`config.mk`:
```
export PLATFORM = sky130hd
export DESIGN_NAME = latch_bank_writer
export DESIGN_NICKNAME = d
export VERILOG_FILES = /design/src/rtl/latch_bank_writer.sv
export SDC_FILE = /design/constraint.sdc
export NUM_CORES = 1
export LEC_CHECK = 0
export CAP_MARGIN = 5
export CORE_MARGIN = 2
export CORE_UTILIZATION = 43
export CTS_CLUSTER_SIZE = 12
export DETAILED_ROUTE_END_ITERATION = 8
export GPL_TIMING_DRIVEN = 0
export PLACE_DENSITY = 0.78
export SLEW_MARGIN = 20
export SYNTH_ARGS = -nofsm -noshare
export SYNTH_HDL_FRONTEND = slang
export SYNTH_SLANG_ARGS = --single-unit
```
`constraint.sdc`:
```
create_clock -name i_clk -period 1.8 [get_ports i_clk]
set_clock_uncertainty 0.1 [all_clocks]
set_input_delay 0.45 -clock i_clk [delete_from_list [all_inputs] [get_ports i_clk]]
set_output_delay 0.45 -clock i_clk [all_outputs]
set_load 0.01 [all_outputs]
```
`src/rtl/latch_bank_writer.sv`:
```
// -----------------------------------------------------------------------------
// latch_bank_writer
//
// Write-side driver for a bank of gated D latches (data input A, gate EN).
// A word is accepted over a valid/ready handshake and placed on o_a. The gate
// then runs through three phases: SETUP (A stable, EN low), STROBE (EN high)
// and HOLD (EN low, A still stable). In CHECK the latch outputs are compared
// with o_a and any mismatch sets a sticky error flag. CHECK ends the sequence
// and raises a one-cycle done pulse.
//
// Ports
//   i_clk      in   1      clock, rising edge
//   i_rst_n    in   1      asynchronous reset, active low
//   i_din      in   WIDTH  word to write
//   i_valid    in   1      i_din valid
//   o_ready    out  1      block can accept; a transfer happens on an edge
//                          where i_valid & o_ready
//   o_a        out  WIDTH  data to the latch bank D inputs (registered)
//   o_en       out  1      latch gate, active high (registered, glitch-free)
//   i_q        in   WIDTH  latch bank Q outputs, for readback
//   o_done     out  1      one-cycle pulse: write sequence complete
//   o_err      out  1      sticky readback mismatch flag
//   i_err_clr  in   1      synchronous clear of o_err (a new error wins)
// -----------------------------------------------------------------------------
module latch_bank_writer #(
  parameter int WIDTH     = 8,
  parameter int SETUP_CYC = 1,
  parameter int PULSE_CYC = 2,
  parameter int HOLD_CYC  = 1
) (
  input  logic             i_clk,
  input  logic             i_rst_n,
  input  logic [WIDTH-1:0] i_din,
  input  logic             i_valid,
  output logic             o_ready,
  output logic [WIDTH-1:0] o_a,
  output logic             o_en,
  input  logic [WIDTH-1:0] i_q,
  output logic             o_done,
  output logic             o_err,
  input  logic             i_err_clr
);

  localparam int MAX_SP  = (SETUP_CYC > PULSE_CYC) ? SETUP_CYC : PULSE_CYC;
  localparam int MAX_CYC = (MAX_SP > HOLD_CYC) ? MAX_SP : HOLD_CYC;
  localparam int CNT_W   = $clog2(MAX_CYC) + 1;

  // A phase length of zero would collapse the gate timing; refuse to build.
  if (SETUP_CYC < 1 || PULSE_CYC < 1 || HOLD_CYC < 1) begin : g_bad_phase_len
    $error("latch_bank_writer: SETUP_CYC, PULSE_CYC and HOLD_CYC must all be >= 1");
  end

  typedef enum logic [2:0] {
    S_IDLE,
    S_SETUP,
    S_STROBE,
    S_HOLD,
    S_CHECK
  } state_t;

  state_t             r_state;
  state_t             w_state_next;
  logic [CNT_W-1:0]   r_cnt;
  logic [CNT_W-1:0]   w_cnt_next;
  logic [WIDTH-1:0]   r_a;
  logic               r_en;
  logic               r_ready;
  logic               r_done;
  logic               r_err;
  logic               w_accept;
  logic               w_cnt_zero;
  logic               w_mismatch;

  // r_ready is only ever high while r_state is IDLE, so it alone qualifies a transfer.
  assign w_accept   = r_ready & i_valid;
  assign w_cnt_zero = (r_cnt == '0);
  assign w_mismatch = (r_state == S_CHECK) && (i_q != r_a);

  // Next-state and phase counter
  always_comb begin
    w_state_next = r_state;
    w_cnt_next   = r_cnt;
    case (r_state)
      S_IDLE: begin
        if (w_accept) begin
          w_state_next = S_SETUP;
          w_cnt_next   = CNT_W'(SETUP_CYC - 1);
        end
      end
      S_SETUP: begin
        if (w_cnt_zero) begin
          w_state_next = S_STROBE;
          w_cnt_next   = CNT_W'(PULSE_CYC - 1);
        end else begin
          w_cnt_next   = r_cnt - CNT_W'(1);
        end
      end
      S_STROBE: begin
        if (w_cnt_zero) begin
          w_state_next = S_HOLD;
          w_cnt_next   = CNT_W'(HOLD_CYC - 1);
        end else begin
          w_cnt_next   = r_cnt - CNT_W'(1);
        end
      end
      S_HOLD: begin
        if (w_cnt_zero) begin
          w_state_next = S_CHECK;
        end else begin
          w_cnt_next   = r_cnt - CNT_W'(1);
        end
      end
      S_CHECK: begin
        w_state_next = S_IDLE;
      end
      default: begin
        w_state_next = S_IDLE;
        w_cnt_next   = '0;
      end
    endcase
  end

  // State, data and registered outputs. EN, READY and DONE are decoded from
  // the next state so each one comes straight from a flop and lines up
  // exactly with the state it belongs to.
  always_ff @(posedge i_clk or negedge i_rst_n) begin
    if (!i_rst_n) begin
      r_state <= S_IDLE;
      r_cnt   <= '0;
      r_a     <= '0;
      r_en    <= 1'b0;
      r_ready <= 1'b0;
      r_done  <= 1'b0;
      r_err   <= 1'b0;
    end else begin
      r_state <= w_state_next;
      r_cnt   <= w_cnt_next;
      if (w_accept) begin
        r_a <= i_din;
      end
      r_en    <= (w_state_next == S_STROBE);
      r_ready <= (w_state_next == S_IDLE);
      r_done  <= (w_state_next == S_CHECK);
      if (w_mismatch) begin
        r_err <= 1'b1;
      end else if (i_err_clr) begin
        r_err <= 1'b0;
      end
    end
  end

  assign o_ready = r_ready;
  assign o_a     = r_a;
  assign o_en    = r_en;
  assign o_done  = r_done;
  assign o_err   = r_err;

endmodule
```
* Yosys cells after proc, flatten, opt, wreduce, memory -nomap -nowiden *
Cells that the tools add are included.

word-level totals
  flip-flop bits (word level) = 17
  input port bits = 20
  word-level logic and storage cells = 37

operators by class
  add/sub/neg operators = 1
  equality and inequality tests = 9
  mux-type cells = 12
  bitwise gates (word level) = 2
  reductions and logical operators = 6

operator list
  kind                                                                count
  3-bit 2-to-1 mux                                                    4
  3-bit one-hot mux with 4 select lines                               1
  2-bit one-hot mux with 5 select lines                               1
  3-bit by 2-bit == test with 1-bit output, second input constant     3
  2-bit 2-to-1 mux                                                    4
  8-bit inequality test                                               1
  3-bit == test, second input constant                                2
  3-bit logical NOT                                                   2
  2-bit inequality test, second input constant                        2
  3-bit by 1-bit == test with 1-bit output, second input constant     1
  3-bit AND reduction                                                 1
  2-bit logical NOT                                                   1
  1-bit 2-to-1 mux                                                    2
  2-bit nonzero test                                                  1
  2-bit by 1-bit subtractor with 2-bit output, second input constant  1
  1-bit AND                                                           1
  1-bit logical AND                                                   1
  1-bit NOT                                                           1

* Logic depth before layout (Yosys ltp) *
  depth in word-level cells = 4
  gate-level depth with buffers = 6

* Worst setup path before layout *
Ideal clock, no wire load.

  path kind = register -> register
  from = reg r_cnt[0]
  to = reg r_cnt[0]
  data arrival time = 1141 ps
  required time = 1581 ps
  slack = 440 ps
  cell stages (with the launch flop) = 7
  clock period less this slack = 1360 ps
  path through = dfrtp_1 inv_1 ha_1 and4b_1 a21o_1 nand2_1 o21ai_2

between the ends
  word-level cells in the longest chain between the ends = 3
  elaborated cells on any way between the ends = 8

ends and longest elaborated chain
  item                                                                              line  text
  start, declared                                                                   63    logic [CNT_W-1:0] r_cnt;
  start signal, assigned                                                            137   r_cnt <= w_cnt_next;
  2-bit by 1-bit subtractor with 2-bit output or 2-bit logical NOT (tied branches)  n/a
  2-bit 2-to-1 mux, or another cell as far along                                    107   if (w_cnt_zero) begin
  2-bit one-hot mux with 5 select lines or 3-bit AND reduction (tied branches)      n/a

Several ways; a longest one is shown, not always the timed one. The select of a mux whose other input is x is not followed.
A chain may end at the register's enable or synchronous reset.

* Worst setup path after layout *
  from = reg r_a[2] (netlist: o_a[2])
  to = out o_a[2]

RTL lines
  item                    line  text
  start, declared         65    logic [WIDTH-1:0] r_a;
  start signal, assigned  139   r_a <= i_din;
  end, declared           36    output logic [WIDTH-1:0] o_a,

No word-level cell between the ends.

==> impl_metrics.ini <==
[min_path]
min_from = o_err$_DFFE_PN0P_
worstHoldEndpoint = o_err$_DFFE_PN0P_
whs_path_depth = 2
min_path_type = reg2reg

[synthesis]
avgSynthCellArea_um2 = 12.2
synth_cell_types = 28
ys_top_cells_by_count = 17 x dfrtp_1, 8 x mux2_2, 8 x xnor2_1
yosys_warnings = 0
synth_most_common_cell = dfrtp_1
syn_nets = 95
synth_top_area_cell = dfrtp_1
synth_edf_count = 0
dominantRegCellSynth = dfrtp_1
synth_top_area_share_pct = 48.5
synthTopCellsByArea = dfrtp_1 49%, mux2_2 10%, xnor2_1 8.0%
netlist_instances = 72
synth-seq-cells = 17
synth_area_um2 = 877
yosysSeqAreaShare_pct = 48.5
synthArstFlopShare_pct = 100

[floorplanning]
dieArea_um2 = 2420
rows = 16
start_util_pct = 45.2
core_area_um2 = 1940
die_h_um = 49.2
die-width_um = 49.2
ios = 32

[finish]
final_cell_count_no_fill = 136
fin_nets = 133
layout-drive-gt1-share_pct = 22.0
num_antenna_cells = 0
area_delta_synth_final_pct = 45.9
final_area_um2 = 1280

[timing]
fmax_ghz = 0.572
holdWs_ps = 419
max_slew_margin_pct = 48.2
finalCritPeriodShare_pct = 97.1
setup_viol = 0
post-route-min-period_ps = 1750
maxSlewViolCount = 0
tightestPinTransition_ps = 774
tns_ps = 0
rsz0062_at_grt = false
hold_viol_final = 0

[power]
vdd_drop_max_mv = 0.973
power_density_nw_per_um2 = 1580
power.leakage_nw = 0.612
power.total_mw = 2.02

[clock_tree]
cts_max_path_buffers = 2
cts_max_level = 1
insertion_delay_ps = 290
cts.sinks = 17
cts_tree = done
root_buffer = clkbuf_4
cts_hold_buf = 0
cts_buffers = 3
clkTransAtPathRegs_ps = 100

[placed_design]
gp_congestion = 0.744
io_buffer_count = 31
postPlaceCellArea_um2 = 1220
dp_cells = 130
dp_hpwl_um = 1240

[worst_setup_path]
cp.arrival_ps = 1200
rr_startpoint = r_cnt[0]$_DFFE_PN0P_
slowest_delay_ps = 540
cp.required_ps = 1250
worst_setup_path_start_kind = flip-flop
critPathSlowestCell = clkdlybuf4s50_1
crit_family = buffers and inverters
crit_fanout = 2
path_buf_inv = 1
critical_path_class = reg2out
reg2reg_slack_ps = 320
reg2reg_depth = 6
r2r-end = r_cnt[0]$_DFFE_PN0P_
crit_chain = clkdlybuf4s50_1
setup.worst_path.end_class = primary output

[routing]
viasPerCell = 4.79
num_vias = 651
drt-initial-drc-count = 7
drc = 0
antenna_left = 0
drt_wl_total_um = 1650
dr.pass1.iters = 4
post_drt_wl_per_cell_um = 12.1

[grt]
grt_remaining_overflow = 0
antenna_found_initial = 0
grt_max_degree = 18
first_global_vias = 695
grt_use_total_pct = 15.8
grt_pass1_wl_um = 2980

[run_status]
status = completed

[flow_run]
cap_viol_max_count = 0
## kinds of logic (layout without fill, tap and decap cells)
kind of cell	count (synthesis)	after routing	share of synthesized area, %
AOI/OAI and AO/OA	11	11	8.99
xor gates and xnor gates	10	10	9.99
muxes	9	9	11.4
and+or+nand+nor	15	15	11.3
DFF	17	17	48.5
adders and majority gates	3	3	4.28
buffers and inverters	7	44	5.56
## registers in the layout (all words and copies together), names as in the netlist
register,flops
o_done,1
o_a,8
o_ready,1
r_state,3
o_err,1
o_en,1
r_cnt,2
## power by group
group	internal (mW)	leakage [nW]	total (mW)	switching [mW]
registers	0.565	0.211	0.691	0.125
logic	0.654	0.383	1.13	0.471
clock network	0.0825	0.0177	0.206	0.123
## per-layer routing
layer | vias to the layer above | global-route usage [%] | wire length, um
met2 | 24 | 27.9 | 861
met3 | 2 | 4.60 | 101
met1 | 302 | 18.6 | 682
li1 | 323 | - | -
met5 | - | 0 | 0
met4 | 0 | 4.29 | 5
## tightest hold or removal path: stages (launching register included)
cell and delay, ps:
dfrtp_1 390, inv_1 50, o21ai_1 50
## cell usage in the layout, fill, tap and decap left out, types with 2 or more instances in the layout
cell and count:
clkdlybuf4s50_1 23, dfrtp_1 17, mux2_2 8, xnor2_1 8, dlymetal6s2s_1 7, inv_1 4
buf_6 3, nand2_1 3, ha_1 3, clkbuf_4 3, a21oi_1 2, xor2_1 2
nor2_1 2, o21ai_2 2, nand4_1 2, buf_4 2
## per-stage QoR
step / util, % / worst slack (ps)
final: 65.9 / 52.4
after global routing: 65.9 / 2.83
after CTS: 64.2 / 1.86
after detailed placement: 62.9 / 94.4
after global placement: 62.9 / 102
after floorplan: - / 440
## what timing repair did
item | in CTS | in global routing
endpoints found under the setup margin | 1 | 8
buffers inserted | 0 | 2
resized for setup | 1 | 7
## how the worst max path moves through the flow
stage                    startpoint              endpoint  slack [ps]  cells after the start
2_1_floorplan  r_cnt[0]$_DFFE_PN0P_  r_cnt[0]$_DFFE_PN0P_         440                      6
3_3_place_gp                i_valid    o_a[6]$_DFFE_PN0P_         100                      3
6_report         o_a[2]$_DFFE_PN0P_                o_a[2]          50                      1
3_5_place_dp                i_valid    o_a[1]$_DFFE_PN0P_          90                      3
5_1_grt           o_err$_DFFE_PN0P_                 o_err           3                      1
4_1_cts          o_a[5]$_DFFE_PN0P_                o_a[5]           2                      1
## area by class of cell
cell class | count | area (um^2)
buffer | 3 | 33.8
clock buffer | 3 | 22.5
clock inverter | 1 | 5.00
fill | 166 | 662
inverter | 4 | 15.0
multi-input combinational | 48 | 403
sequential | 17 | 425
tap | 27 | 33.8
timing repair buffer | 33 | 342
No activity file was read; power rests on OpenSTA's default activity.
